===== src/rtl/i2s_axis_codec.sv =====
// Stereo I2S master with AXI4-Stream TX/RX bridges.
// One clk_mclk domain generates SCLK/LRCK from a frame counter. A
// double-buffered TX pending packet is handed to the serialiser at each
// frame boundary. RX frames are sign-extended and offered as a left/right
// beat pair. Underflow and overflow counters saturate.
module i2s_axis_codec #(
  parameter int unsigned AXI_DATA_WIDTH_P = 32,
  parameter int unsigned AUDIO_WIDTH_P    = 24,
  parameter int unsigned SLOT_BITS_P      = 32,
  parameter int unsigned SCLK_DIV_P       = 8,
  parameter bit          TX_HOLD_P        = 1'b1
) (
  input  logic                        clk_mclk,
  input  logic                        rst,
  input  logic                        cr_enable,
  input  logic                        cr_left_justified,
  input  logic                        cr_clear_status,
  output logic                        tx_mclk,
  output logic                        rx_mclk,
  output logic                        tx_sclk,
  output logic                        rx_sclk,
  output logic                        tx_lrck,
  output logic                        rx_lrck,
  output logic                        tx_sdout,
  input  logic                        rx_sdin,
  input  logic [AXI_DATA_WIDTH_P-1:0] tx_axis_s_data,
  input  logic                        tx_axis_s_valid,
  output logic                        tx_axis_s_ready,
  input  logic                        tx_axis_s_last,
  output logic [AXI_DATA_WIDTH_P-1:0] rx_axis_m_data,
  output logic                        rx_axis_m_valid,
  input  logic                        rx_axis_m_ready,
  output logic                        rx_axis_m_last,
  output logic [15:0]                 sr_tx_underflow_cnt,
  output logic [15:0]                 sr_rx_overflow_cnt,
  output logic                        sr_tx_last_err
);

  localparam int unsigned ADW     = AXI_DATA_WIDTH_P;
  localparam int unsigned AW      = AUDIO_WIDTH_P;
  localparam int unsigned FRAME_C = 2 * SLOT_BITS_P * SCLK_DIV_P;
  localparam int unsigned CNT_W   = $clog2(FRAME_C);
  localparam int unsigned IDX_W   = (AW > 1) ? $clog2(AW) : 1;

  // Saturating 16-bit increment for the status counters.
  function automatic logic [15:0] sat_inc(input logic [15:0] v);
    return (&v) ? v : v + 16'd1;
  endfunction

  // Sign-extend an audio sample to the AXIS data width.
  function automatic logic [ADW-1:0] sext(input logic [AW-1:0] v);
    return ADW'($signed(v));
  endfunction

  logic [CNT_W-1:0] cnt_q, cnt_nxt;
  logic             frame_end_c;
  logic             just_q, just_nxt;
  logic             sclk_q, sclk_nxt, lrck_q, lrck_nxt, sdout_q, sdout_nxt;
  logic [1:0]       rx_sync_q;
  logic [AW-1:0]    tx_l_q, tx_l_nxt, tx_r_q, tx_r_nxt;
  logic [AW-1:0]    pend_l_q, pend_l_nxt, pend_r_q, pend_r_nxt;
  logic             pend_full_q, pend_full_nxt, beat_q, beat_nxt;
  logic             ready_q;
  logic [AW-1:0]    rx_l_q, rx_l_nxt, rx_r_q, rx_r_nxt;
  logic [ADW-1:0]   rx_data_q, rx_data_nxt, rx_hold_q, rx_hold_nxt;
  logic             rx_valid_q, rx_valid_nxt, rx_last_q, rx_last_nxt;
  logic [15:0]      uf_q, uf_nxt, of_q, of_nxt;
  logic             err_q, err_nxt;
  logic             hs_tx_c, hs_rx_c;
  logic             unused_data_c;

  int unsigned ph_n, b_n, s_n, d_n, idx_n;
  int unsigned ph_q, b_q, s_q, d_q;
  logic        win_n, win_q, tx_bit_n, rx_shift_c;
  logic [AW-1:0] tx_word_n;

  assign tx_mclk = clk_mclk;
  assign rx_mclk = clk_mclk;
  assign tx_sclk = sclk_q;
  assign rx_sclk = sclk_q;
  assign tx_lrck = lrck_q;
  assign rx_lrck = lrck_q;
  assign tx_sdout = sdout_q;
  assign tx_axis_s_ready = ready_q;
  assign rx_axis_m_data  = rx_data_q;
  assign rx_axis_m_valid = rx_valid_q;
  assign rx_axis_m_last  = rx_last_q;
  assign sr_tx_underflow_cnt = uf_q;
  assign sr_rx_overflow_cnt  = of_q;
  assign sr_tx_last_err      = err_q;
  assign unused_data_c = ^{1'b0, tx_axis_s_data};

  assign frame_end_c = cr_enable && (cnt_q == CNT_W'(FRAME_C - 1));
  assign hs_tx_c = tx_axis_s_valid && ready_q;
  assign hs_rx_c = rx_valid_q && rx_axis_m_ready;

  // Frame counter, buffer hand-off and AXIS next-state logic.
  always_comb begin
    cnt_nxt       = (!cr_enable || frame_end_c) ? '0 : cnt_q + CNT_W'(1);
    just_nxt      = frame_end_c ? cr_left_justified : just_q;
    tx_l_nxt      = tx_l_q;
    tx_r_nxt      = tx_r_q;
    pend_l_nxt    = pend_l_q;
    pend_r_nxt    = pend_r_q;
    pend_full_nxt = pend_full_q;
    beat_nxt      = beat_q;
    uf_nxt        = uf_q;
    of_nxt        = of_q;
    err_nxt       = err_q;
    rx_data_nxt   = rx_data_q;
    rx_hold_nxt   = rx_hold_q;
    rx_valid_nxt  = rx_valid_q;
    rx_last_nxt   = rx_last_q;

    // TX boundary: take the pending packet or handle underflow.
    if (frame_end_c) begin
      if (pend_full_q) begin
        tx_l_nxt      = pend_l_q;
        tx_r_nxt      = pend_r_q;
        pend_full_nxt = 1'b0;
      end else begin
        uf_nxt = sat_inc(uf_q);
        if (!TX_HOLD_P) begin
          tx_l_nxt = '0;
          tx_r_nxt = '0;
        end
      end
    end

    // TX AXIS: beat toggle steers left then right; tlast only checked.
    if (hs_tx_c) begin
      if (!beat_q) begin
        pend_l_nxt = tx_axis_s_data[AW-1:0];
      end else begin
        pend_r_nxt    = tx_axis_s_data[AW-1:0];
        pend_full_nxt = 1'b1;
      end
      beat_nxt = ~beat_q;
      if (tx_axis_s_last != beat_q) err_nxt = 1'b1;
    end

    // Timing decode for the upcoming cycle drives the registered pins.
    ph_n      = 32'(cnt_nxt) % SCLK_DIV_P;
    b_n       = 32'(cnt_nxt) / SCLK_DIV_P;
    s_n       = b_n % SLOT_BITS_P;
    d_n       = just_nxt ? 32'd0 : 32'd1;
    win_n     = (s_n >= d_n) && (s_n < d_n + AW);
    idx_n     = win_n ? (AW - 1 - (s_n - d_n)) : 32'd0;
    tx_word_n = (b_n >= SLOT_BITS_P) ? tx_r_nxt : tx_l_nxt;
    tx_bit_n  = win_n && tx_word_n[IDX_W'(idx_n)];
    sclk_nxt  = cr_enable && (ph_n >= SCLK_DIV_P / 2);
    lrck_nxt  = cr_enable && (b_n >= SLOT_BITS_P);
    sdout_nxt = !cr_enable ? 1'b0 : ((ph_n == 0) ? tx_bit_n : sdout_q);

    // RX sampling uses the current cycle's position.
    ph_q       = 32'(cnt_q) % SCLK_DIV_P;
    b_q        = 32'(cnt_q) / SCLK_DIV_P;
    s_q        = b_q % SLOT_BITS_P;
    d_q        = just_q ? 32'd0 : 32'd1;
    win_q      = (s_q >= d_q) && (s_q < d_q + AW);
    rx_shift_c = cr_enable && (ph_q == SCLK_DIV_P - 1) && win_q;
    rx_l_nxt   = (rx_shift_c && (b_q < SLOT_BITS_P)) ?
                 {rx_l_q[AW-2:0], rx_sync_q[1]} : rx_l_q;
    rx_r_nxt   = (rx_shift_c && (b_q >= SLOT_BITS_P)) ?
                 {rx_r_q[AW-2:0], rx_sync_q[1]} : rx_r_q;

    // RX AXIS: left beat then right beat.
    if (hs_rx_c) begin
      if (!rx_last_q) begin
        rx_last_nxt = 1'b1;
        rx_data_nxt = rx_hold_q;
      end else begin
        rx_valid_nxt = 1'b0;
        rx_last_nxt  = 1'b0;
      end
    end

    // RX boundary: publish the frame or count it as dropped.
    if (frame_end_c) begin
      if (!rx_valid_q) begin
        rx_data_nxt  = sext(rx_l_nxt);
        rx_hold_nxt  = sext(rx_r_nxt);
        rx_valid_nxt = 1'b1;
        rx_last_nxt  = 1'b0;
      end else begin
        of_nxt = sat_inc(of_q);
      end
    end

    // Clear has priority over any increment in the same cycle.
    if (cr_clear_status) begin
      uf_nxt  = '0;
      of_nxt  = '0;
      err_nxt = 1'b0;
    end
  end

  // State and output registers.
  always_ff @(posedge clk_mclk or posedge rst) begin
    if (rst) begin
      cnt_q       <= '0;
      just_q      <= 1'b0;
      sclk_q      <= 1'b0;
      lrck_q      <= 1'b0;
      sdout_q     <= 1'b0;
      rx_sync_q   <= '0;
      tx_l_q      <= '0;
      tx_r_q      <= '0;
      pend_l_q    <= '0;
      pend_r_q    <= '0;
      pend_full_q <= 1'b0;
      beat_q      <= 1'b0;
      ready_q     <= 1'b0;
      rx_l_q      <= '0;
      rx_r_q      <= '0;
      rx_data_q   <= '0;
      rx_hold_q   <= '0;
      rx_valid_q  <= 1'b0;
      rx_last_q   <= 1'b0;
      uf_q        <= '0;
      of_q        <= '0;
      err_q       <= 1'b0;
    end else begin
      cnt_q       <= cnt_nxt;
      just_q      <= just_nxt;
      sclk_q      <= sclk_nxt;
      lrck_q      <= lrck_nxt;
      sdout_q     <= sdout_nxt;
      rx_sync_q   <= {rx_sync_q[0], rx_sdin};
      tx_l_q      <= tx_l_nxt;
      tx_r_q      <= tx_r_nxt;
      pend_l_q    <= pend_l_nxt;
      pend_r_q    <= pend_r_nxt;
      pend_full_q <= pend_full_nxt;
      beat_q      <= beat_nxt;
      ready_q     <= !pend_full_nxt;
      rx_l_q      <= rx_l_nxt;
      rx_r_q      <= rx_r_nxt;
      rx_data_q   <= rx_data_nxt;
      rx_hold_q   <= rx_hold_nxt;
      rx_valid_q  <= rx_valid_nxt;
      rx_last_q   <= rx_last_nxt;
      uf_q        <= uf_nxt;
      of_q        <= of_nxt;
      err_q       <= err_nxt;
    end
  end

endmodule


===== config.mk =====
export PLATFORM = sky130hd
export DESIGN_NAME = i2s_axis_codec
export DESIGN_NICKNAME = d
export VERILOG_FILES = /design/src/rtl/i2s_axis_codec.sv
export SDC_FILE = /design/constraint.sdc
export NUM_CORES = 1
export LEC_CHECK = 0
export ABC_AREA = 0
export ABC_CLOCK_PERIOD_IN_PS = 9980
export CORE_ASPECT_RATIO = 0.7
export CORE_UTILIZATION = 54
export CTS_CLUSTER_SIZE = 12
export DETAILED_ROUTE_END_ITERATION = 10
export PLACE_DENSITY = 0.75
export SLEW_MARGIN = 30
export SYNTH_ARGS = -nofsm -noshare
export SYNTH_HDL_FRONTEND = slang
export SYNTH_SLANG_ARGS = --single-unit
export TNS_END_PERCENT = 10

===== constraint.sdc =====
create_clock -name clk_mclk -period 9.98 [get_ports clk_mclk]
set_input_delay 1.996 -clock clk_mclk [delete_from_list [all_inputs] [get_ports clk_mclk]]
set_output_delay 1.996 -clock clk_mclk [all_outputs]
set_load 0.01 [all_outputs]

== Word-level counts from Yosys, hierarchy flattened ==
Index checks and enable logic that the tools add are counted.
W data, S select, Z words.

* Bits of input ports: 41
* Register bits after elaboration: 253

* Multiplexer cells: 42
* Bitwise gates (word level): 2
* Order comparisons: 9
* Reduce and logical (&&, ||, !) cells: 28
* Equal/unequal tests: 7
* $add $sub $neg: 7

{| class="wikitable"
|+ Operators by type and width
! cell !! number
|-
| $mux W24 || 7
|-
| $mux W16 || 8
|-
| $mux W32 || 4
|-
| $add A16 B1 Y16 const B || 2
|-
| $logic_not A32 Y1 || 1
|-
| $reduce_and A16 Y1 || 2
|-
| $mux W1 || 20
|-
| $add A1 B5 Y6 const B || 2
|-
| $ge A6 B6 Y1 const B || 2
|-
| $logic_and A1 B1 Y1 || 12
|-
| $lt A5 B6 Y1 || 2
|-
| $ge A5 B1 Y1 || 2
|-
| $add A9 B1 Y9 const B || 1
|-
| $eq A9 B9 Y1 const B || 1
|-
| $mux W9 || 1
|-
| $reduce_and A2 Y1 || 4
|-
| $reduce_bool A2 Y1 || 4
|-
| $lt A5 B6 Y1 const B || 1
|-
| $lt A6 B6 Y1 const B || 1
|-
| $ne A2 B2 Y1 const B || 3
|-
| $reduce_and A3 Y1 || 2
|-
| $bmux W1 S5 || 1
|-
| $mux W5 || 1
|-
| $sub A5 B1 Y5 || 1
|-
| other kinds (8) || 10
|}

== Logic depth before layout (Yosys ltp) ==
Gate-level depths: netlist of run 1.

* Word-level depth: 13
* Depth in mapped cells: 18
* Depth with buffers taken out: 15

==> flow_summary.json, run 1 <==
{
  "outcome": "completed",
  "critPathMostFrequentCell": "clkbuf_16",
  "critPathCaptureType": "output pin",
  "synth_common_cells": "dfrtp_1, nand2_1, mux2_2, nor2_1, clkbuf_1",
  "start_util": 0.5522,
  "synth_compound_area_frac": 0.05459,
  "drtIter0Drc": 484,
  "worst_pin_slew_ps": 932.5,
  "cp.required_ps": 7980,
  "grt_pass1_wl_um": 35330,
  "synth_area_leader_cell": "dfrtp_1",
  "num_rows": 43,
  "syn_nets": 994,
  "pre_cts_ws_ps": 2545,
  "worstPathArrival_ps": 5710,
  "worst-path-buf-inv": 3,
  "ys_warn_count": 0,
  "synthTopCellsByArea": "dfrtp_1, mux2_2, nand2_1",
  "dr_total_vias": 7290,
  "grt_antenna_before_repair": 0,
  "die_h_um": 121.1,
  "leakage_nw": 6.322,
  "maxSlewHeadroom": 0.3783,
  "wl_per_cell_um": 16.19,
  "ys_ff_latch": 253,
  "clkLatencyLatePin_ps": 620,
  "drt_wl_total_um": 21410,
  "placed_cells_incl_taps": 1285,
  "postCtsSetupRepairBufs": 0,
  "layout.cells.non_filler": 1322,
  "syn_avg_cell_area_um2": 11.57,
  "synth_area_mm2": 0.01093,
  "synthAdderAreaFrac": 0.009155,
  "io_buffers": 107,
  "rsz0062_at_grt": "no",
  "critPathLaunchType": "clock port",
  "via_per_inst": 5.514,
  "cts_tree": "built",
  "io_pins": 116,
  "crit_path_top_delay_cell": "clkdlybuf4s50_1",
  "fin_setup_tns_ps": 0,
  "setup_viol": 0,
  "synth_top_area_share": 0.5791,
  "synth-simple-area-share": 0.1321,
  "synthMuxAreaShare": 0.1711,
  "grt_usage": 0.2126,
  "yosysMostFrequentCell": "dfrtp_1",
  "hpwlAfterDp_um": 13790,
  "critPathMaxFanout": 2,
  "worst_hold_slack_ps": 380.6,
  "layout_setup_ws_ps": 2273,
  "path_clk_slew_ps": 60,
  "synth_cell_type_count": 54,
  "ctsResizeCount": 0,
  "cellPowerDensity_mw_per_mm2": 176.2,
  "areaGrowthSynthToFinish_pct": 19.08,
  "cts_hold_buf": 0,
  "num-nets-final": 1095,
  "synth-main-ff-cell": "dfrtp_1",
  "synth_seq_area_share": 0.5791,
  "ir_worst_vdd_uv": 258.6,
  "antenna_left": 0,
  "routabilityCongestion": 0.8101,
  "drive_above_1_share": 0.1922,
  "synth_top_family_by_area": "multiplexers",
  "path_cells": "clkbuf_16 > clkbuf_16 > clkdlybuf4s50_1",
  "slew_violations": 0,
  "overflow": 0,
  "grt_max_degree": 104,
  "maxCapViolations": 0,
  "cpLargestDelayFamily": "buffers and inverters",
  "clock_skew_ps": 11.55,
  "min_path_cells": 0,
  "cpPeakStageDelay_ps": 470,
  "rr_worst_depth": 15,
  "path_class": "clk2out",
  "die_x_um": 172.1,
  "synth-edff-count": 0,
  "hold_class": "reg2reg",
  "drc": 0,
  "utilization": 0.6575,
  "dieArea_mm2": 0.02083,
  "coreArea_mm2": 0.01980,
  "final_hold_viol_count": 0,
  "grt_pass1_vias": 7003,
  "synthArstFlopShare": 1.000,
  "cp.depth": 3,
  "drtPass1Iterations": 5,
  "yosys.area_share.xor_xnor": 0.02483,
  "syn_inst": 945
}
## metal layers
layer / GRT usage / up-vias / wire length [µm]
met2: 0.3075 / 162 / 9244
met3: 0.03523 / 32 / 949
met1: 0.3293 / 3660 / 10800
li1: - / 3436 / -
met5: 0 / - / 0
met4: 0.06029 / 0 / 412
## power breakdown
part,internal (mW),leakage (nW),switching (mW),total (mW)
clock network,0.544,0.388,0.375,0.919
registers,1.13,3.43,0.0599,1.19
logic,0.110,2.51,0.0730,0.183
## cell type report
type                    instances  area [µm²]
diodes                          1       2.502
clock inverters                 1       5.005
well taps                     270       337.8
clock buffers                  37       788.3
repair buffers                116        1157
fillers                      1540        6780
flip-flops and latches        253        6331
multi-input cells             619        4295
inverters                      25       101.3
## final timing paths
check | slack [ps] | endpoint | startpoint
setup / recovery | 2270 | tx_mclk | clk_mclk
hold / removal | 380 | rx_sync_q[1] | rx_sync_q[0]
setup reg to reg | 5580 | tx_sdout | cnt_q[0]
hold reg to reg | 380 | rx_sync_q[1] | rx_sync_q[0]
max in group asynchronous | 6880 | sr_rx_overflow_cnt[0] | rst
min in group asynchronous | 1890 | rx_axis_m_data[20] | rst
## sequential cells by signal, summed over array words and instances (netlist names)
register	cells
tx_axis_s_ready	1
just_q	1
rx_lrck	1
tx_r_q	24
beat_q	1
cnt_q	9
sr_rx_overflow_cnt	16
rx_l_q	24
rx_axis_m_last	1
pend_full_q	1
rx_axis_m_data	32
rx_hold_q	24
tx_sdout	1
rx_sync_q	2
sr_tx_last_err	1
pend_r_q	24
rx_axis_m_valid	1
tx_l_q	24
pend_l_q	24
sr_tx_underflow_cnt	16
rx_r_q	24
rx_sclk	1
## through the flow
stage	instance area (µm²)	power (mW)
after global routing	13020	2.394
after floorplan	10930	1.345
after global placement	12210	1.404
after CTS	13010	2.322
after detailed placement	12240	1.416
final	13020	2.294
## cell families (layout without fill, tap and decap cells)
kind of cell / count (synthesis) / after routing
compound gates: 88 / 88
xor+xnor: 31 / 31
fa+ha+maj: 8 / 8
buf+inv: 73 / 179
flops: 253 / 253
mux: 165 / 165
other cells: 0 / 1
simple gates: 327 / 327
## layout by cell type, fill, tap and decap left out, drive strengths merged, types with 11 or more instances in the layout
master	netlist	final
inv	25	25
nand3	21	21
clkdlybuf4s50	0	107
nand2	165	165
xnor2	11	11
buf	16	11
mux2i	27	27
nand4	12	12
mux2	135	135
a31oi	28	28
clkbuf	32	35
a21oi	20	20
o21ai	15	15
nor2	83	83
xor2	20	20
dfrtp	253	253
(Power assumes the default switching activity.)
==> run 2: changes to the inputs <==
Settings changed: ABC_CLOCK_PERIOD_IN_PS 9980 to 6600, CORE_UTILIZATION 54 to 51, PLACE_DENSITY 0.75 to 0.74.
Clock period 9.98 ns to 6.6 ns, I/O delays scaled along.
==> flow_summary.json, run 2 (same netlist as run 1, synthesis figures left out) <==
{
  "outcome": "completed",
  "overflow": 0,
  "die_h_um": 124.5,
  "grt_max_degree": 150,
  "cts_hold_buf": 0,
  "cts_tree": "built",
  "start_util": 0.5240,
  "critPathMaxFanout": 2,
  "grt_pass1_wl_um": 36930,
  "largest_reg_flops": 32,
  "ctsResizeCount": 0,
  "fin_setup_tns_ps": 0,
  "clock_skew_ps": 9.608,
  "ff2ff_setup_slack_ps": 2260,
  "via_per_inst": 5.396,
  "drive_above_1_share": 0.1918,
  "maxCapViolations": 0,
  "clkLatencyLatePin_ps": 610,
  "r2r_end": "tx_sdout",
  "ir_worst_vdd_uv": 316.0,
  "setup_viol": 0,
  "cellPowerDensity_mw_per_mm2": 265.7,
  "wl_per_cell_um": 16.33,
  "slew_violations": 0,
  "grt_pass1_vias": 7228,
  "cp-endpoint": "tx_mclk",
  "final_hold_viol_count": 0,
  "met1_usage": 0.3212,
  "coreArea_mm2": 0.02087,
  "cp.required_ps": 5280,
  "io_pins": 116,
  "worstSetupStartpoint": "clk_mclk",
  "busiest_layer": "met1",
  "grt_usage": 0.2067,
  "dieArea_mm2": 0.02204,
  "drt_wl_total_um": 21700,
  "areaGrowthSynthToFinish_pct": 19.18,
  "dr_total_vias": 7171,
  "worstPathArrival_ps": 4020,
  "hold_class": "reg2reg",
  "num-fill-cells": 1678,
  "maxSlewHeadroom": 0.4108,
  "drtPass1Iterations": 5,
  "critPathCaptureType": "output pin",
  "antenna_left": 0,
  "postCtsSetupRepairBufs": 0,
  "total_power_mw": 3.462,
  "path_class": "clk2out",
  "leakage_nw": 6.318,
  "critPathLaunchType": "clock port",
  "grtUsageMet3": 0.03205,
  "rsz0062_at_grt": "no",
  "worst_pin_slew_ps": 883.7,
  "mostFrequentLayoutCells": "dfrtp_1, nand2_1, mux2_2",
  "drc": 0,
  "die_x_um": 177,
  "io_buffers": 107,
  "grt_antenna_before_repair": 0,
  "hpwlAfterDp_um": 14240,
  "num-nets-final": 1096,
  "routabilityCongestion": 0.7905,
  "drtIter0Drc": 460,
  "grtUsageMet2": 0.3070,
  "path_clk_slew_ps": 60,
  "mostFrequentLayoutCell": "dfrtp_1",
  "rr_worst_depth": 15,
  "reg2reg_from": "cnt_q[0]",
  "num_rows": 44,
  "antenna_cells": 0
}
[run 2: worst min-delay path by stage]
stage | cells past startpoint | endpoint | slack [ps] | from
final | 0 | rx_sync_q[1] | 360 | rx_sync_q[0]
after CTS | 0 | rx_sync_q[1] | 350 | rx_sync_q[0]
after detailed placement | 0 | rx_sync_q[1] | 340 | rx_sync_q[0]
after floorplan | 0 | rx_sync_q[1] | 330 | rx_sync_q[0]
after global placement | 0 | rx_sync_q[1] | 340 | rx_sync_q[0]
after global routing | 0 | rx_sync_q[1] | 370 | rx_sync_q[0]
[run 2: stage by stage]
stage	worst slack, ps	hold WS [ps]	std cells	area (µm²)	util
5_1_grt	1250	365.5	1329	13030	0.6245
3_5_place_dp	1283	340.2	1292	12260	0.5877
3_3_place_gp	1430	335.5	1291	12240	0.5864
4_1_cts	1254	354.2	1329	13030	0.6245
2_1_floorplan	1861	331.2	945	10940	-
6_report	1261	358.2	1329	13030	0.6245
[run 2: critical path, stage by stage]
cell and delay [ps]:
clkbuf_16 130, clkbuf_16 130, clkdlybuf4s50_1 460
[run 2: where the power goes]
group,internal (mW),switching [mW]
clock,0.815,0.567
sequential,1.71,0.0918
combinational,0.166,0.111
total,2.69,0.769
[run 2: layout make-up]
cell class                 instances  area (µm²)  share of cell area
clock buffer                      38       782.0             0.06002
clock inverter                     1       5.005           0.0003841
multi-input combinational        619        4295              0.3297
tap                              276       345.3             0.02650
sequential                       253        6331              0.4859
inverter                          25       97.59            0.007490
timing repair buffer             117        1174             0.09007
[run 2: metal layers]
| layer | up-vias | wire (µm) |
|---|---|---|
| met5 | - | 0 |
| met4 | 0 | 290 |
| met3 | 24 | 923 |
| met2 | 153 | 9475 |
| met1 | 3574 | 11010 |
| li1 | 3420 | - |
==> run 3: changes to the inputs <==
Settings changed: ABC_CLOCK_PERIOD_IN_PS 6600 to 4900.
Clock period 6.6 ns to 4.9 ns, I/O delays scaled along.
==> flow_summary.json, run 3 (same netlist as run 1, synthesis figures left out) <==
{
  "path_clk_slew_ps": 60,
  "p_int_mw": 3.769,
  "multi_input_area_mm2": 0.004295,
  "drive_above_1_share": 0.1983,
  "io_buffers": 107,
  "num-nets-final": 1100,
  "hp-start": "rx_sync_q[0]",
  "seq_area_mm2": 0.006331,
  "fin_setup_tns_ps": 0,
  "min_to": "rx_sync_q[1]",
  "via_per_inst": 5.427,
  "io_pins": 116,
  "die_h_um": 124.5,
  "worstPathArrival_ps": 4830,
  "drtIter0Drc": 426,
  "mostFrequentLayoutCell": "dfrtp_1",
  "path_class": "reg2reg",
  "antenna_left": 0,
  "cpLargestDelayFamily": "simple AND/OR/NAND/NOR gates",
  "cts_hold_buf": 0,
  "rr_worst_depth": 15,
  "num-fill-cells": 1685,
  "wl_per_cell_um": 16.41,
  "grt_usage": 0.2097,
  "cp.required_ps": 5430,
  "drtPass1Iterations": 4,
  "cpPeakStageDelay_ps": 600,
  "start_util": 0.5240,
  "dieArea_mm2": 0.02204,
  "mostFrequentLayoutCells": "dfrtp_1, nand2_1, mux2_2",
  "r2r_end": "tx_sdout",
  "num_rows": 44,
  "slew_violations": 0,
  "hpwlAfterDp_um": 14330,
  "min_period_over_period": 0.8766,
  "worst_pin_slew_ps": 874.5,
  "grt_pass1_wl_um": 37350,
  "worst_hold_slack_ps": 347.1,
  "clkLatencyLatePin_ps": 630,
  "min_path_cells": 0,
  "cts_tree": "built",
  "switching_share": 0.2215,
  "fmax_mhz": 232.8,
  "worst-path-buf-inv": 0,
  "critPathMaxFanout": 15,
  "largest_reg_flops": 32,
  "routabilityCongestion": 0.8078,
  "hold_class": "reg2reg",
  "rsz0062_at_grt": "no",
  "cellPowerDensity_mw_per_mm2": 367.5,
  "drc": 0,
  "drt_wl_total_um": 21990,
  "postCtsSetupRepairBufs": 0,
  "clock_skew_ps": 8.885,
  "crit_path_top_delay_cell": "nor2b_1",
  "grt_pass1_vias": 7322,
  "pwr-share-clk": 0.421,
  "ff2ff_setup_slack_ps": 600,
  "overflow": 0,
  "critPathCaptureType": "register",
  "leakage_nw": 6.387,
  "ctsResizeCount": 0,
  "areaGrowthSynthToFinish_pct": 20.48,
  "ir_worst_vdd_uv": 500.5,
  "final_hold_viol_count": 0,
  "coreArea_mm2": 0.02087,
  "p_comb_frac": 0.077,
  "die_x_um": 177,
  "maxCapViolations": 0,
  "total_power_mw": 4.841,
  "antenna_cells": 0,
  "setup_viol": 0,
  "fin_crit_ps": 4295,
  "critPathLaunchType": "register",
  "grt_antenna_before_repair": 0,
  "path_cells": "ha_1 > nand2_1 > nor3_1 > ha_1 > nor2b_1 > nand2b_1 > ha_1 > ha_1 > and3_4 > nor3_1 > nor2_2 > a211oi_1 > or4_1 > nand4_1 > o41ai_2",
  "dr_total_vias": 7272,
  "grt_max_degree": 111,
  "reg2reg_from": "cnt_q[0]",
  "critPathMostFrequentCell": "ha_1",
  "maxSlewHeadroom": 0.4158,
  "outcome": "completed",
  "p_sw_mw": 1.072,
  "power_frac_seq": 0.502
}
## run 3: per-stage QoR
stage	worst slack (ps)	util	cell area (µm²)	cells
global placement	494.7	0.5891	12290	1295
detailed placement	398.3	0.5891	12290	1295
global route	335.4	0.6313	13170	1340
floorplan	590.3	-	10940	945
finish	604.8	0.6313	13170	1340
CTS	661.8	0.6313	13170	1340
## run 3: final cells by class
type,count,area share
flip-flops and latches,253,0.4806
multi-input cells,619,0.3261
repair buffers,120,0.09119
clock buffers,46,0.06791
well taps,276,0.02622
inverters,25,0.007409
clock inverters,1,0.0005699
## run 3: how the worst max path moves through the flow
stage / cells after the start / to / start
global route: 15 / tx_sdout / cnt_q[0]
CTS: 15 / tx_sdout / cnt_q[0]
finish: 15 / tx_sdout / cnt_q[0]
detailed placement: 12 / tx_sdout / cr_enable
floorplan: 1 / beat_q / rst
global placement: 12 / tx_sdout / cr_enable
## run 3: worst register-to-register path: stages (launching register included)
cell and delay, ps:
dfrtp_1 400, ha_1 240, nand2_1 140, nor3_1 80, ha_1 280, nor2b_1 600
nand2b_1 160, ha_1 260, ha_1 220, and3_4 190, nor3_1 520, nor2_2 300
a211oi_1 290, or4_1 160, nand4_1 100, o41ai_2 280
## run 3: power by group through the flow
stage | registers [mW] | logic (mW) | clock network, mW
after floorplan | 2.42 | 0.287 | 0.0336
after global placement | 2.46 | 0.366 | 0.0415
after detailed placement | 2.46 | 0.382 | 0.0415
after CTS | 2.43 | 0.383 | 2.09
after global routing | 2.45 | 0.420 | 2.18
final | 2.43 | 0.375 | 2.04
## run 3: routing by layer
metal / global-route usage / share of wire
met5: 0 / 0
met4: 0.05933 / 0.020
met3: 0.02961 / 0.046
met2: 0.3045 / 0.44
met1: 0.3269 / 0.50
